--- src/rtl/vga_pixel_scheduler.sv ---
// rtl/vga_pixel_scheduler.sv - VGA raster counters, registered syncs/de and upstream pixel pull
module vga_pixel_scheduler #(
    parameter int DATA_WIDTH = 8,
    parameter int H_ACTIVE   = 640,
    parameter int H_FP       = 16,
    parameter int H_SYNC     = 96,
    parameter int H_BP       = 48,
    parameter int V_ACTIVE   = 480,
    parameter int V_FP       = 10,
    parameter int V_SYNC     = 2,
    parameter int V_BP       = 33,
    parameter bit SYNC_POL   = 1'b0
) (
    input  logic                  clk,
    input  logic                  rst_n,
    input  logic                  en,
    input  logic [DATA_WIDTH-1:0] data_in,
    input  logic                  data_valid,
    output logic                  data_ready,
    output logic [DATA_WIDTH-1:0] pix_out,
    output logic                  de,
    output logic                  hsync,
    output logic                  vsync,
    output logic                  frame_start,
    output logic                  underflow
);

    localparam int H_TOTAL = H_ACTIVE + H_FP + H_SYNC + H_BP;
    localparam int V_TOTAL = V_ACTIVE + V_FP + V_SYNC + V_BP;
    localparam int HW      = $clog2(H_TOTAL);
    localparam int VW      = $clog2(V_TOTAL);

    // Bounds carry one extra bit so a zero back porch cannot overflow the compare.
    localparam logic [HW:0]   H_ACT_B  = (HW+1)'(H_ACTIVE);
    localparam logic [HW:0]   H_SS_B   = (HW+1)'(H_ACTIVE + H_FP);
    localparam logic [HW:0]   H_SE_B   = (HW+1)'(H_ACTIVE + H_FP + H_SYNC);
    localparam logic [HW-1:0] H_LAST   = HW'(H_TOTAL - 1);
    localparam logic [VW:0]   V_ACT_B  = (VW+1)'(V_ACTIVE);
    localparam logic [VW:0]   V_SS_B   = (VW+1)'(V_ACTIVE + V_FP);
    localparam logic [VW:0]   V_SE_B   = (VW+1)'(V_ACTIVE + V_FP + V_SYNC);
    localparam logic [VW-1:0] V_LAST   = VW'(V_TOTAL - 1);

    typedef enum logic [1:0] {
        ST_IDLE = 2'd0,
        ST_RUN  = 2'd1,
        ST_STOP = 2'd2
    } state_t;

    state_t                  r_state;
    state_t                  w_state_nxt;
    logic [HW-1:0]           r_h_cnt;
    logic [VW-1:0]           r_v_cnt;
    logic                    r_de;
    logic [DATA_WIDTH-1:0]   r_pix;
    logic                    r_hsync;
    logic                    r_vsync;
    logic                    r_frame_start;
    logic                    r_underflow;

    logic w_run;
    logic w_h_last;
    logic w_frame_end;
    logic w_act;
    logic w_hs_on;
    logic w_vs_on;
    logic w_run_entry;

    assign w_run       = (r_state == ST_RUN);
    assign w_h_last    = (r_h_cnt == H_LAST);
    assign w_frame_end = w_h_last && (r_v_cnt == V_LAST);
    assign w_act       = w_run && ({1'b0, r_h_cnt} < H_ACT_B) && ({1'b0, r_v_cnt} < V_ACT_B);
    assign w_hs_on     = w_run && ({1'b0, r_h_cnt} >= H_SS_B) && ({1'b0, r_h_cnt} < H_SE_B);
    assign w_vs_on     = w_run && ({1'b0, r_v_cnt} >= V_SS_B) && ({1'b0, r_v_cnt} < V_SE_B);
    assign w_run_entry = (r_state == ST_IDLE) && en;

    assign data_ready  = w_act;
    assign pix_out     = r_pix;
    assign de          = r_de;
    assign hsync       = r_hsync;
    assign vsync       = r_vsync;
    assign frame_start = r_frame_start;
    assign underflow   = r_underflow;

    always_ff @(posedge clk or negedge rst_n) begin
        if (!rst_n) begin
            r_state <= ST_IDLE;
        end else begin
            r_state <= w_state_nxt;
        end
    end

    // en only matters in IDLE and at the last pixel of a frame; frames are never cut short.
    always_comb begin
        w_state_nxt = r_state;
        case (r_state)
            ST_IDLE: if (en) w_state_nxt = ST_RUN;
            ST_RUN:  if (w_frame_end && !en) w_state_nxt = ST_STOP;
            ST_STOP: w_state_nxt = ST_IDLE;
            default: w_state_nxt = ST_IDLE;
        endcase
    end

    always_ff @(posedge clk or negedge rst_n) begin
        if (!rst_n) begin
            r_h_cnt <= '0;
            r_v_cnt <= '0;
        end else if (w_run) begin
            if (w_h_last) begin
                r_h_cnt <= '0;
                r_v_cnt <= (r_v_cnt == V_LAST) ? '0 : r_v_cnt + VW'(1);
            end else begin
                r_h_cnt <= r_h_cnt + HW'(1);
            end
        end else begin
            r_h_cnt <= '0;
            r_v_cnt <= '0;
        end
    end

    always_ff @(posedge clk or negedge rst_n) begin
        if (!rst_n) begin
            r_de          <= 1'b0;
            r_pix         <= '0;
            r_hsync       <= ~SYNC_POL;
            r_vsync       <= ~SYNC_POL;
            r_frame_start <= 1'b0;
        end else begin
            r_de          <= w_act;
            r_pix         <= (w_act && data_valid) ? data_in : '0;
            r_hsync       <= w_hs_on ? SYNC_POL : ~SYNC_POL;
            r_vsync       <= w_vs_on ? SYNC_POL : ~SYNC_POL;
            r_frame_start <= w_act && (r_h_cnt == '0) && (r_v_cnt == '0);
        end
    end

    // Sticky through STOP and IDLE so software can see it after the stream halts.
    always_ff @(posedge clk or negedge rst_n) begin
        if (!rst_n) begin
            r_underflow <= 1'b0;
        end else if (w_run_entry) begin
            r_underflow <= 1'b0;
        end else if (w_act && !data_valid) begin
            r_underflow <= 1'b1;
        end
    end

endmodule

--- config.mk ---
export PLATFORM = sky130hd
export DESIGN_NAME = vga_pixel_scheduler
export DESIGN_NICKNAME = d
export VERILOG_FILES = /design/src/rtl/vga_pixel_scheduler.sv
export SDC_FILE = /design/constraint.sdc
export NUM_CORES = 1
export LEC_CHECK = 0
export CAP_MARGIN = 20
export CORE_UTILIZATION = 40
export DETAILED_ROUTE_END_ITERATION = 12
export DONT_BUFFER_PORTS = 1
export SETUP_SLACK_MARGIN = 0.3
export SLEW_MARGIN = 15
export SYNTH_ARGS = -nofsm -noshare
export SYNTH_HDL_FRONTEND = slang
export SYNTH_SLANG_ARGS = --single-unit
--- constraint.sdc ---
create_clock -name clk -period 4.55 [get_ports clk]
set_input_delay 0.455 -clock clk [delete_from_list [all_inputs] [get_ports clk]]
set_output_delay 0.455 -clock clk [all_outputs]
set_load 0.01 [all_outputs]
==> metrics.md <==
| Metric | Value |
|---|---|
| Post-Synth Simple-Gate Area | `26.4%` |
| Peak supply drop | `0.000162 V` |
| Std cell rows | `23` |
| Syn nets | `169` |
| Pint | `616 µW` |
| DRC viols | `0` |
| Min-Delay Path Class | `in2reg` |
| Die area | `4470 µm²` |
| Synth Area in XOR/XNOR | `4.69%` |
| Clock Tree Root | `clkbuf_8` |
| TritonRoute pass-1 iters | `4` |
| Buffers on Ports | `0` |
| Pins Over Slew Limit | `0` |
| Multiplexer share of the synthesized area | `0.595%` |
| Lkg Pwr | `0.837 nW` |
| Critical Path Source Type | `flop` |
| Synth Flop Type | `dfrtp_1` |
| Detailed Place HPWL | `2360 µm` |
| Vias in the first global route | `1144` |
| Synth Area in Compound Gates | `10.6%` |
| CORE AREA | `4030 µm²` |
| Initial antenna violation count | `0` |
| Average size of a mapped cell | `11.0 µm²` |
| Least-Margin Pin Slew | `0.568 ns` |
| Critical Path RT | `4.73 ns` |
| Post-Syn Area | `1680 µm²` |
| Seq pwr share | `47.8%` |
| Comb pwr share | `12.2%` |
| Routability cong. | `0.827` |
| RSZ-0062 raised after global routing | `false` |
| Critical Path AT | `2.24 ns` |
| Nets | `174` |
| Post-synthesis cell count | `153` |
| Setup violations, final | `0` |
| DR WL/cell | `16.0 µm` |
| Most frequent cells in the layout | `33 x dfrtp_1, 11 x and3_1, 11 x nor2_1` |
| Vias/cell | `5.62` |
| Die Y-Extent | `66.8 µm` |
| Unique masters post-synth | `42` |
| Worst slack, placed | `2.50 ns` |
| Sw power | `212 µW` |
| CTS sink count | `35` |
| Util after Layout | `46.8%` |
| Layout Skew | `0.00585 ns` |
| CTS tree | `yes` |
| CTS resizes | `0` |
| Synth async-reset ratio | `100%` |
| Routed Antenna Nets | `0` |
| Number of flops mapped to enable cells by yosys | `0` |
| Final WS setup | `2.49 ns` |
| Largest family of logic cells by synthesized area | `simple AND/OR/NAND/NOR gates` |
| Layout cells sized above 1 | `13.8%` |
| Ys Warns | `0` |
| Total routed wirelength | `3340 µm` |
| Final Cycle Share | `45.3%` |
| Worst r2r src | `r_v_cnt[6]$_DFFE_PN0P_` |
| Final setup TNS | `0 ns` |
| CTS Buf Count | `5` |
| Clock transition at path regs | `0.07 ns` |
| Commonest non-fill, non-tap cell in the layout | `dfrtp_1` |
| Die width | `66.8 µm` |
| First-pass GRT wire length | `5350 µm` |
| Post-placement cell count | `199` |
| Total power per unit cell area | `439 nW/µm²` |
| Post-Synth Adder-Cell Area | `2.98%` |
| Critical path class | `reg2reg` |
| IO Pins | `26` |
| Ant diodes | `0` |
| Yosys reg bits | `35` |
| Starting density of the core | `41.7%` |
| Htree depth | `2` |
| Final Critical Period | `2.06 ns` |
| Min-delay src | `en` |
| Max-Cap Viols | `0` |
| Switch share | `25.6%` |
| P&R area growth vs syn | `12.2%` |
| Sequential element share of the synthesized area | `52.2%` |
| Total GRT Usage | `17.0%` |
| Non-Filler Instances | `209` |
| Vias | `1174` |
| Critical Path End Type | `flop` |
| DRT iter0 DRCs | `94` |
| Clock Path Buffers | `2` |
| Worst-Skew Late Latency | `0.29 ns` |
| Largest net degree at the start of global routing | `36` |
| Crit Path Max Fanout | `11` |
| Final Hold Violating Endpoints | `0` |
| Status | `finished clean` |
| Overflow after GRT | `0` |
| Critical path startpoint | `r_v_cnt[6]$_DFFE_PN0P_` |
| Fmax | `485 MHz` |
| Max_slew headroom | `62.1%` |
| Clock share of power | `40.0%` |
[repair_timing]
action	in CTS	in global routing
endpoints found under the hold margin	35	0
buffers inserted	0	0
hold buffers	2	0
[final timing paths]
check                           cells past startpoint                     end  slack, ns
worst max-delay path                                4  r_v_cnt[6]$_DFFE_PN0P_       2.49
worst min-delay path                                1  r_state[1]$_DFFE_PN0P_       0.23
worst max register to register                      4  r_v_cnt[6]$_DFFE_PN0P_       2.49
worst min register to register                      1    r_h_cnt[0]$_DFF_PN0_       0.51
max in group asynchronous                           2         vsync$_DFF_PN1_       3.68
min in group asynchronous                           2    r_h_cnt[8]$_DFF_PN0_       0.61
[power groups by stage]
stage | clock [mW] | combinational [mW] | sequential (mW)
floorplan | 0 | 0.0906 | 0.383
global placement | 0 | 0.0889 | 0.400
detailed placement | 0 | 0.0915 | 0.402
CTS | 0.337 | 0.103 | 0.396
global route | 0.354 | 0.115 | 0.403
finish | 0.331 | 0.101 | 0.396
[critical path: stages, from the launching register on]
cell and delay, ns:
dfrtp_1 0.43, or4_4 0.58, o31ai_4 0.54, nor2_2 0.15, a22o_1 0.24
[stage by stage]
| stage | hold WS (ns) | cell area, µm² | power [mW] |
|---|---|---|---|
| 2_1_floorplan | 0.159 | 1680 | 0.474 |
| 3_3_place_gp | 0.160 | 1720 | 0.489 |
| 3_5_place_dp | 0.160 | 1720 | 0.493 |
| 4_1_cts | 0.222 | 1890 | 0.837 |
| 5_1_grt | 0.217 | 1890 | 0.873 |
| 6_report | 0.228 | 1890 | 0.828 |
[routing by layer]
| metal | global-route usage, % | wire length [µm] | up-vias |
|---|---|---|---|
| met5 | 0 | 0 | - |
| met4 | 7.98 | 59 | 0 |
| met3 | 5.99 | 205 | 8 |
| met2 | 29.9 | 1640 | 35 |
| met1 | 17.7 | 1430 | 567 |
| li1 | - | - | 564 |
[synth_stat cells (all sizes together), types with 2 or more instances]
master,number,area (µm²)
a22o,6,52.6
and2,3,18.8
and3,11,68.8
and4,3,28.8
clkbuf,3,12.5
dfrtp,33,826
dfstp,2,52.6
ha,4,50.1
inv,5,18.8
nand2,8,30.0
nand2b,3,18.8
nand3,8,40.0
nand4,4,40.0
nand4b,2,17.5
nor2,12,47.6
nor2b,2,12.5
nor3,10,55.1
nor3b,2,15.0
nor4,2,12.5
o21a,2,15.0
o21ai,5,36.3
o311ai,2,17.5
o31ai,2,28.8
or4,2,18.8
xnor2,3,26.3
xor2,6,52.6
[sequential cells by signal, summed over array words and instances (netlist names)]
signal,count
r_v_cnt,10
pix_out,8
hsync,1
frame_start,1
vsync,1
de,1
r_state,2
r_h_cnt,10
underflow,1
[cell type report]
type                            count  area (µm²)
Timing Repair Buffer                2        30.0
Fill cell                         369        2140
Multi-Input combinational cell    109         761
Inverter                            5        18.8
Clock inverter                      3        67.6
Clock buffer                        5        68.8
Sequential cell                    35         878
Tap cell                           50        62.6
[cell families (layout without fill, tap and decap cells)]
kind of cell | count (synthesis) | in the layout
buffers and inverters | 9 | 15
muxes | 1 | 1
and+or+nand+nor | 75 | 75
xor gates and xnor gates | 9 | 9
AOI/OAI and AO/OA | 20 | 20
adders and majority gates | 4 | 4
DFF | 35 | 35
Power figures use the tool's default switching activity.
